===== config.mk =====
export PLATFORM = sky130hd
export DESIGN_NAME = imem_loader_flat
export DESIGN_NICKNAME = d
export VERILOG_FILES = /design/src/rtl/mips_pkg.sv /design/src/rtl/imem_loader_if.sv /design/src/rtl/mips_instr_encode.sv /design/src/rtl/imem_loader.sv /design/src/flat_wrapper.sv
export SDC_FILE = /design/constraint.sdc
export NUM_CORES = 1
export LEC_CHECK = 0
export CORE_MARGIN = 3
export CORE_UTILIZATION = 35
export DETAILED_ROUTE_END_ITERATION = 10
export PLACE_DENSITY = 0.7
export SYNTH_ARGS = -nofsm -noshare
export SYNTH_HDL_FRONTEND = slang
export SYNTH_HIERARCHICAL = 1
export SYNTH_SLANG_ARGS = --single-unit

===== constraint.sdc =====
create_clock -name clk -period 2.25 [get_ports clk]
set_input_delay 0.5625 -clock clk [delete_from_list [all_inputs] [get_ports clk]]
set_output_delay 0.5625 -clock clk [all_outputs]
set_load 0.05 [all_outputs]

===== src/rtl/mips_pkg.sv =====
// Shared MIPS encoding constants, op classes and loader FSM states.
package mips_pkg;

  localparam logic [5:0] OP_RTYPE  = 6'd0;
  localparam logic [5:0] OP_LW     = 6'd35;
  localparam logic [5:0] OP_SW     = 6'd43;
  localparam logic [5:0] OP_BEQ    = 6'd4;
  localparam logic [5:0] FUNCT_ADD = 6'h20;
  localparam logic [5:0] FUNCT_SUB = 6'h22;

  // Operation class carried on in_op; 5..7 are illegal.
  typedef enum logic [2:0] {
    CLS_ADD = 3'd0,
    CLS_SUB = 3'd1,
    CLS_LW  = 3'd2,
    CLS_SW  = 3'd3,
    CLS_BEQ = 3'd4
  } op_cls_e;

  typedef enum logic [1:0] {
    ST_IDLE = 2'd0,
    ST_LOAD = 2'd1,
    ST_DONE = 2'd2
  } ld_state_e;

  typedef struct packed {
    logic        legal;
    logic [31:0] word;
  } enc_t;

endpackage


===== src/rtl/imem_loader_if.sv =====
// Instruction stream handshake plus instruction-memory write port.
interface imem_loader_if #(
  parameter int ADDR_W = 8
);
  logic              in_valid;
  logic              in_ready;
  logic [2:0]        in_op;
  logic [4:0]        in_rs;
  logic [4:0]        in_rt;
  logic [4:0]        in_rd;
  logic [15:0]       in_imm;
  logic              in_last;
  logic              imem_we;
  logic [ADDR_W-1:0] imem_addr;
  logic [31:0]       imem_wdata;

  // Loader side: consumes the stream, drives the memory write.
  modport slave (
    input  in_valid, in_op, in_rs, in_rt, in_rd, in_imm, in_last,
    output in_ready, imem_we, imem_addr, imem_wdata
  );

  // Host side: produces the stream, observes the memory write.
  modport master (
    output in_valid, in_op, in_rs, in_rt, in_rd, in_imm, in_last,
    input  in_ready, imem_we, imem_addr, imem_wdata
  );
endinterface


===== src/rtl/mips_instr_encode.sv =====
// Combinational encoder: op class + register/immediate fields -> MIPS word.
module mips_instr_encode
  import mips_pkg::*;
(
  input  logic [2:0]  op_i,
  input  logic [4:0]  rs_i,
  input  logic [4:0]  rt_i,
  input  logic [4:0]  rd_i,
  input  logic [15:0] imm_i,
  output enc_t        enc_o
);

  // Fields not used by an op class are simply left out of the word.
  always_comb begin
    enc_o = '0;
    case (op_i)
      CLS_ADD: enc_o = '{legal: 1'b1, word: {OP_RTYPE, rs_i, rt_i, rd_i, 5'd0, FUNCT_ADD}};
      CLS_SUB: enc_o = '{legal: 1'b1, word: {OP_RTYPE, rs_i, rt_i, rd_i, 5'd0, FUNCT_SUB}};
      CLS_LW:  enc_o = '{legal: 1'b1, word: {OP_LW,  rs_i, rt_i, imm_i}};
      CLS_SW:  enc_o = '{legal: 1'b1, word: {OP_SW,  rs_i, rt_i, imm_i}};
      CLS_BEQ: enc_o = '{legal: 1'b1, word: {OP_BEQ, rs_i, rt_i, imm_i}};
      default: enc_o = '0;
    endcase
  end

endmodule


===== src/rtl/imem_loader.sv =====
// Streams encoded instructions into instruction memory, one per handshake.
module imem_loader
  import mips_pkg::*;
#(
  parameter int ADDR_W = 8,
  parameter int DEPTH  = 2**ADDR_W
) (
  input  logic              clk,
  input  logic              rst,
  input  logic              start,
  imem_loader_if.slave      bus,
  output logic              busy,
  output logic              done,
  output logic              err_illegal,
  output logic [ADDR_W:0]   word_count
);

  ld_state_e         state_q, state_d;
  logic [ADDR_W-1:0] addr_q, addr_d;
  logic [ADDR_W:0]   cnt_q, cnt_d;
  logic              we_q, we_d;
  logic [ADDR_W-1:0] waddr_q, waddr_d;
  logic [31:0]       wdata_q, wdata_d;
  logic              err_q, err_d;

  enc_t enc;
  logic accept, wr, at_end;

  mips_instr_encode u_enc (
    .op_i  (bus.in_op),
    .rs_i  (bus.in_rs),
    .rt_i  (bus.in_rt),
    .rd_i  (bus.in_rd),
    .imm_i (bus.in_imm),
    .enc_o (enc)
  );

  // start takes priority over a transfer so a restart never races an accept.
  assign bus.in_ready = (state_q == ST_LOAD) && !start;
  assign accept       = bus.in_valid && bus.in_ready;
  assign wr           = accept && enc.legal;
  assign at_end       = (addr_q == ADDR_W'(DEPTH - 1));

  // Next-state logic: a load ends on in_last or on filling the last word.
  always_comb begin
    state_d = state_q;
    case (state_q)
      ST_IDLE: if (start) state_d = ST_LOAD;
      ST_LOAD: begin
        if (start)                                  state_d = ST_LOAD;
        else if (accept && (bus.in_last || at_end)) state_d = ST_DONE;
      end
      ST_DONE: if (start) state_d = ST_LOAD;
      default: state_d = ST_IDLE;
    endcase
  end

  // Datapath: register the encoded word one cycle behind the accept.
  always_comb begin
    addr_d  = addr_q;
    cnt_d   = cnt_q;
    err_d   = err_q;
    we_d    = wr;
    waddr_d = addr_q;
    wdata_d = wr ? enc.word : wdata_q;
    if (start) begin
      addr_d = '0;
      cnt_d  = '0;
      err_d  = 1'b0;
    end else begin
      if (wr) begin
        addr_d = addr_q + 1'b1;
        cnt_d  = cnt_q + 1'b1;
      end
      if (accept && !enc.legal) err_d = 1'b1;
    end
  end

  // State and output registers; reset drops any pending write at once.
  always_ff @(posedge clk or posedge rst) begin
    if (rst) begin
      state_q <= ST_IDLE;
      addr_q  <= '0;
      cnt_q   <= '0;
      we_q    <= 1'b0;
      waddr_q <= '0;
      wdata_q <= '0;
      err_q   <= 1'b0;
    end else begin
      state_q <= state_d;
      addr_q  <= addr_d;
      cnt_q   <= cnt_d;
      we_q    <= we_d;
      waddr_q <= waddr_d;
      wdata_q <= wdata_d;
      err_q   <= err_d;
    end
  end

  assign bus.imem_we    = we_q;
  assign bus.imem_addr  = waddr_q;
  assign bus.imem_wdata = wdata_q;
  assign busy           = (state_q == ST_LOAD);
  assign done           = (state_q == ST_DONE);
  assign err_illegal    = err_q;
  assign word_count     = cnt_q;

endmodule


===== src/flat_wrapper.sv =====
// flat-port wrapper written by rule: the top's interface ports become plain ports
module imem_loader_flat import mips_pkg::*;
#(
  parameter int ADDR_W = 8,
  parameter int DEPTH  = 2**ADDR_W
)
  (clk, rst, start, busy, done, err_illegal, word_count, bus_in_valid, bus_in_op, bus_in_rs, bus_in_rt, bus_in_rd, bus_in_imm, bus_in_last, bus_in_ready, bus_imem_we, bus_imem_addr, bus_imem_wdata);
  imem_loader_if #(.ADDR_W(ADDR_W)) bus_i ();
  input  logic clk;
  input  logic rst;
  input  logic start;
  output logic busy;
  output logic done;
  output logic err_illegal;
  output logic [ADDR_W:0] word_count;
  input wire logic [$bits(bus_i.in_valid)-1:0] bus_in_valid;
  input wire logic [$bits(bus_i.in_op)-1:0] bus_in_op;
  input wire logic [$bits(bus_i.in_rs)-1:0] bus_in_rs;
  input wire logic [$bits(bus_i.in_rt)-1:0] bus_in_rt;
  input wire logic [$bits(bus_i.in_rd)-1:0] bus_in_rd;
  input wire logic [$bits(bus_i.in_imm)-1:0] bus_in_imm;
  input wire logic [$bits(bus_i.in_last)-1:0] bus_in_last;
  output wire logic [$bits(bus_i.in_ready)-1:0] bus_in_ready;
  output wire logic [$bits(bus_i.imem_we)-1:0] bus_imem_we;
  output wire logic [$bits(bus_i.imem_addr)-1:0] bus_imem_addr;
  output wire logic [$bits(bus_i.imem_wdata)-1:0] bus_imem_wdata;
  assign bus_i.in_valid = bus_in_valid;
  assign bus_i.in_op = bus_in_op;
  assign bus_i.in_rs = bus_in_rs;
  assign bus_i.in_rt = bus_in_rt;
  assign bus_i.in_rd = bus_in_rd;
  assign bus_i.in_imm = bus_in_imm;
  assign bus_i.in_last = bus_in_last;
  assign bus_in_ready = bus_i.in_ready;
  assign bus_imem_we = bus_i.imem_we;
  assign bus_imem_addr = bus_i.imem_addr;
  assign bus_imem_wdata = bus_i.imem_wdata;
  imem_loader #(.ADDR_W(ADDR_W), .DEPTH(DEPTH)) u_core (.clk(clk), .rst(rst), .start(start), .bus(bus_i), .busy(busy), .done(done), .err_illegal(err_illegal), .word_count(word_count));
endmodule

==> results_dict.tcl, run 1 <==
set metrics [dict create \
    status "finished, final reports clean" \
    port_buffers 92 \
    insertion_delay_ns 0.33 \
    cp-start-kind "flop" \
    slowest_stage "clkdlybuf4s50_1" \
    numCtsBuffers 9 \
    clk_pin_slew_ns 0.07 \
    yosysSeqAreaShare_pct 53.5 \
    whs_path_depth 0 \
    die_h_um 96.3 \
    grt_pass1_wl_mm 10.5 \
    start_util_pct 36.5 \
    synthArstFlopShare_pct 100 \
    drive_above_1_share_pct 24.9 \
    fin_crit_sh_pct 96.2 \
    cts-root-buf "clkbuf_8" \
    crit_family "buffers and inverters" \
    powerDensity_nw_per_um2 1110 \
    antenna_found_initial 0 \
    cts_setup_buffers 0 \
    via_per_inst 4.83 \
    yosysMostFrequentCell "dfrtp_1" \
    clockBufferDepth 2 \
    hpwl_mm 4.83 \
    post-route-util_pct 54.1 \
    core_area_um2 7810 \
    first_pass_iters 5 \
    fillCellCount 701 \
    wire_per_inst_um 14.1 \
    ys_warn_count 6 \
    drc_errors 0 \
    critPathRequiredTime_ns 1.69 \
    finalSetupViolations 0 \
    netlist.top_cell.by_area "dfrtp_1" \
    crit_buf_inv 1 \
    finalClockSkew_ns 0.00595 \
    diodes 0 \
    cts_resized 0 \
    cts_tree "built" \
    antenna_left 0 \
    crit_chain "clkdlybuf4s50_1" \
    rows 32 \
    reg2regPathDepth 4 \
    ctsHoldBuffers 0 \
    min_period_ns 2.16 \
    nets 395 \
    die_area_um2 9270 \
    htreeDepth 3 \
    rsz0062_at_grt "no" \
    max_freq_mhz 462 \
    grt_overflow 0 \
    grt_pass1_vias 2246 \
    path_depth 1 \
    endpoint_kind "output port" \
    syn_area_um2 2850 \
    slew_headroom_pct 64.2 \
    grt_max_degree 48 \
    drv_slew 0 \
    synthesis.nets 285 \
    clock_sink_count 61 \
    path_class "reg2out" \
    hold_path_class "reg2reg" \
    critical_path.max_fanout 7 \
    hold_viol_final 0 \
    tightest_slew_ns 0.535 \
    synthTopCellsByCount "dfrtp_1 (61), mux2_2 (37), nor2b_1 (17), a21oi_1 (14), and2_1 (12)" \
    synth_seq_cells 61 \
    drv_cap 0 \
    syn_to_final_growth_pct 48.1 \
    gp_congestion 0.830 \
    drt_iter0_markers 63 \
    slowest_delay_ns 0.83 \
    ys.flop_type "dfrtp_1" \
    die_w_um 96.3 \
    synth_enable_flop_cells 0 \
    synthCells 244 \
    instances_no_fill 460 \
    pin_count 93 \
    synth.distinct_cells 41 \
    dp_cells 445 \
    yosys-top-cells-area "dfrtp_1 (54%), mux2_2 (15%), nor2b_1 (3.7%)" \
    synth_top_area_share_pct 53.5 \
    leakagePower_nw 1.80 \
    routed-via-count 2224 \
    arrival_ns 1.60 \
    wirelength_mm 6.49 \
    peakVddDrop_v 0.000583 \
    synth.avg_cell_area_um2 11.7 \
    grt_usage_pct 14.7 \
]
## worst paths after layout
| kind | startpoint | end | slack (ns) |
|---|---|---|---|
| setup / recovery | u_core/word_count[2]$_DFFE_PP0P_ | word_count[2] | 0.09 |
| hold / removal | u_core/addr_q[6]$_DFFE_PP0P_ | u_core/bus.imem_addr[6]$_DFF_PP0_ | 0.43 |
| setup reg to reg | u_core/state_q[1]$_DFFE_PP0P_ | u_core/addr_q[6]$_DFFE_PP0P_ | 0.55 |
| hold reg to reg | u_core/addr_q[6]$_DFFE_PP0P_ | u_core/bus.imem_addr[6]$_DFF_PP0_ | 0.43 |
| max in group asynchronous | rst | u_core/bus.imem_we$_DFF_PP0_ | 1.18 |
| min in group asynchronous | rst | u_core/bus.imem_addr[6]$_DFF_PP0_ | 0.52 |
## registers in the layout, indices dropped and copies added (netlist names)
signal / cells
u_core/addr_q: 8
u_core/bus.imem_addr: 8
u_core/bus.imem_wdata: 32
u_core/bus.imem_we: 1
u_core/err_illegal: 1
u_core/state_q: 2
u_core/word_count: 9
## cells by family after synthesis
group / count (synthesis) / share of synthesized area, %
and+or+nand+nor: 76 / 16.2
DFF: 61 / 53.5
AOI/OAI and AO/OA: 43 / 10.3
muxes: 37 / 14.6
buffers and inverters: 24 / 4.43
adders and majority gates: 2 / 0.877
other: 1 / 0.131
## per-layer routing
| layer | up-vias | GRT usage (%) | wire, um |
|---|---|---|---|
| li1 | 1085 | - | - |
| met5 | - | 0 | 0 |
| met2 | 52 | 25.1 | 3270 |
| met3 | 7 | 3.67 | 370 |
| met4 | 0 | 6.28 | 90 |
| met1 | 1080 | 17.4 | 2760 |
## metrics by stage
step | TNS (ns) | total power, mW | setup slack (ns) | cell area, um2 | hold slack (ns)
2_1_floorplan | 0 | 2.96 | 0.138 | 2860 | 0.387
3_3_place_gp | -0.177 | 3.72 | -0.0262 | 4030 | 0.412
3_5_place_dp | -0.551 | 3.75 | -0.0315 | 4030 | 0.419
4_1_cts | 0 | 4.73 | 0.0609 | 4230 | 0.433
5_1_grt | 0 | 4.89 | 0.0205 | 4230 | 0.445
6_report | 0 | 4.67 | 0.0860 | 4230 | 0.430
## report_power, final
part / internal (mW) / switching (mW) / total, mW
logic: 0.828 / 1.35 / 2.18
clock network: 0.561 / 0.401 / 0.962
registers: 1.37 / 0.153 / 1.53
## cell type report
| cell class | count | area (um2) | area share, % |
|---|---|---|---|
| flip-flops and latches | 61 | 1530 | 36.1 |
| multi-input cells | 159 | 1210 | 28.6 |
| repair buffers | 114 | 1130 | 26.7 |
| clock buffers | 11 | 151 | 3.58 |
| well taps | 102 | 128 | 3.02 |
| clock inverters | 4 | 47.5 | 1.13 |
| inverters | 9 | 33.8 | 0.800 |
## cells in the final DEF (no fill, tap or decap), types with 5 or more instances in the layout
cell type and instances:
nand3_1 6, inv_1 8, clkbuf_8 11, o21ai_0 5, nand2_1 11, dfrtp_1 61, buf_4 21, clkdlybuf4s50_1 89
nor2b_1 16, a21oi_1 14, mux2_2 37, nor2_1 8, and2_1 12
(Power assumes the default switching activity.)
==> inputs of run 2 (changes only) <==
==> constraint.sdc (replaced) <==
create_clock -name clk -period 2.25 [get_ports clk]
set_input_delay 0.5625 -clock clk [delete_from_list [all_inputs] [get_ports clk]]
set_output_delay 0.5625 -clock clk [all_outputs]
set_load 0.005 [all_outputs]
==> results_dict.tcl, run 2 (synthesis results as in run 1) <==
set metrics [dict create \
    status "finished, final reports clean" \
    hold_path_class "reg2reg" \
    cts_setup_buffers 0 \
    die_w_um 96.3 \
    first_pass_iters 4 \
    drc_errors 0 \
    wire_per_inst_um 14.3 \
    placed_area_um2 4010 \
    cts_tree "built" \
    wirelength_mm 6.62 \
    min_to "u_core/bus.imem_addr[7]$_DFF_PP0_" \
    post-place-ws_ns -0.0712 \
    cts-root-buf "clkbuf_8" \
    grt_pass1_wl_mm 10.5 \
    clk_pin_slew_ns 0.07 \
    holdWs_ns 0.442 \
    hpwl_mm 4.63 \
    gp_congestion 0.819 \
    port_buffers 92 \
    leakagePower_nw 1.77 \
    crit_chain "nor2b_2 -> and2_1 -> clkdlybuf4s50_1" \
    mostFrequentLayoutCells "clkdlybuf4s50_1 (91), dfrtp_1 (60), mux2_2 (37)" \
    clockBufferDepth 2 \
    finalClockSkew_ns 0.00454 \
    drv_cap 0 \
    crit_family "buffers and inverters" \
    max_freq_mhz 468 \
    slowest_stage "clkdlybuf4s50_1" \
    slowest_delay_ns 0.49 \
    clock_sink_count 61 \
    instances_no_fill 462 \
    finalSetupViolations 0 \
    arrival_ns 1.57 \
    fin_crit_sh_pct 95.0 \
    drive_above_1_share_pct 24.2 \
    antenna_found_initial 0 \
    grt_max_degree 62 \
    drv_slew 0 \
    min_from "u_core/addr_q[7]$_DFFE_PP0P_" \
    rsz0062_at_grt "no" \
    drt_iter0_markers 144 \
    hold_viol_final 0 \
    numCtsBuffers 9 \
    pin_count 93 \
    whs_path_depth 0 \
    post-route-util_pct 53.5 \
    grt_overflow 0 \
    critPathRequiredTime_ns 1.69 \
    cp-start-kind "flop" \
    critical_path.max_fanout 5 \
    die_area_um2 9270 \
    syn_to_final_growth_pct 46.4 \
    nets 396 \
    core_area_um2 7810 \
    htreeDepth 3 \
    design_area_um2 4180 \
    min_period_ns 2.14 \
    layout_commonest_cell "clkdlybuf4s50_1" \
    powerDensity_nw_per_um2 849 \
    routed-via-count 2298 \
    start_util_pct 36.5 \
    reg2reg_slack_ns 0.57 \
    crit_buf_inv 1 \
    reg2reg_to "u_core/bus.imem_wdata[22]$_DFFE_PP0P_" \
    r2r_start "u_core/state_q[1]$_DFFE_PP0P_" \
    fin_ws_ns 0.113 \
    antenna_left 0 \
    path_class "reg2out" \
    peakVddDrop_v 0.000452 \
    dp_cells 446 \
    die_h_um 96.3 \
    grt_pass1_vias 2179 \
    grt_usage_pct 14.7 \
    insertion_delay_ns 0.33 \
    diodes 0 \
    via_per_inst 4.97 \
    rows 32 \
    reg2regPathDepth 4 \
    largest_reg_flops 32 \
    endpoint_kind "output port" \
]
[run 2: cell count changes in the layout (fill, tap and decap cells not counted), sizes merged]
cell	before	now
buf	25	23
clkdlybuf4s50	89	91
clkinv	2	4
bufinv	1	0
dlygate4sd2	0	1
[run 2: worst max path at each step]
stage                                             start                                    end  cells after the start
after floorplan                            bus_in_op[2]  u_core/bus.imem_wdata[10]$_DFFE_PP0P_                      9
after global placement                     bus_in_op[1]       u_core/word_count[7]$_DFFE_PP0P_                      6
after detailed placement                   bus_in_op[1]       u_core/word_count[7]$_DFFE_PP0P_                      6
after CTS                 u_core/state_q[0]$_DFFE_PP0P_                           bus_in_ready                      3
after global routing      u_core/state_q[0]$_DFFE_PP0P_                           bus_in_ready                      3
final                     u_core/state_q[0]$_DFFE_PP0P_                           bus_in_ready                      3
[run 2: final cells by class]
cell class                 count  area (um2)
fill                         680        3630
sequential                    61        1530
multi-input combinational    159        1210
timing repair buffer         115        1120
clock buffer                  11         131
tap                          102         128
inverter                       9        33.8
clock inverter                 5        27.5
[run 2: per-layer routing]
layer	global-route usage, %	share of wire (%)
met5	0	0
met4	6.04	0.95
met3	3.05	6.3
met2	25.6	50
met1	17.5	42
[run 2: repair_timing]
item / CTS / global route
hold buffers: 0 / 0
gates resized for setup: 2 / 1
endpoints found under the setup margin: 1 / 1
[run 2: report_power, final]
| group | switching [mW] | leakage (nW) | internal [mW] |
|---|---|---|---|
| registers | 0.157 | 0.809 | 1.38 |
| logic | 0.371 | 0.876 | 0.832 |
| clock network | 0.415 | 0.0829 | 0.392 |
[run 2: through the flow]
stage          TNS (ns)  total power [mW]
2_1_floorplan         0              1.99
3_3_place_gp     -0.449              2.74
3_5_place_dp      -1.02              2.77
4_1_cts               0              3.60
5_1_grt               0              3.75
6_report              0              3.54
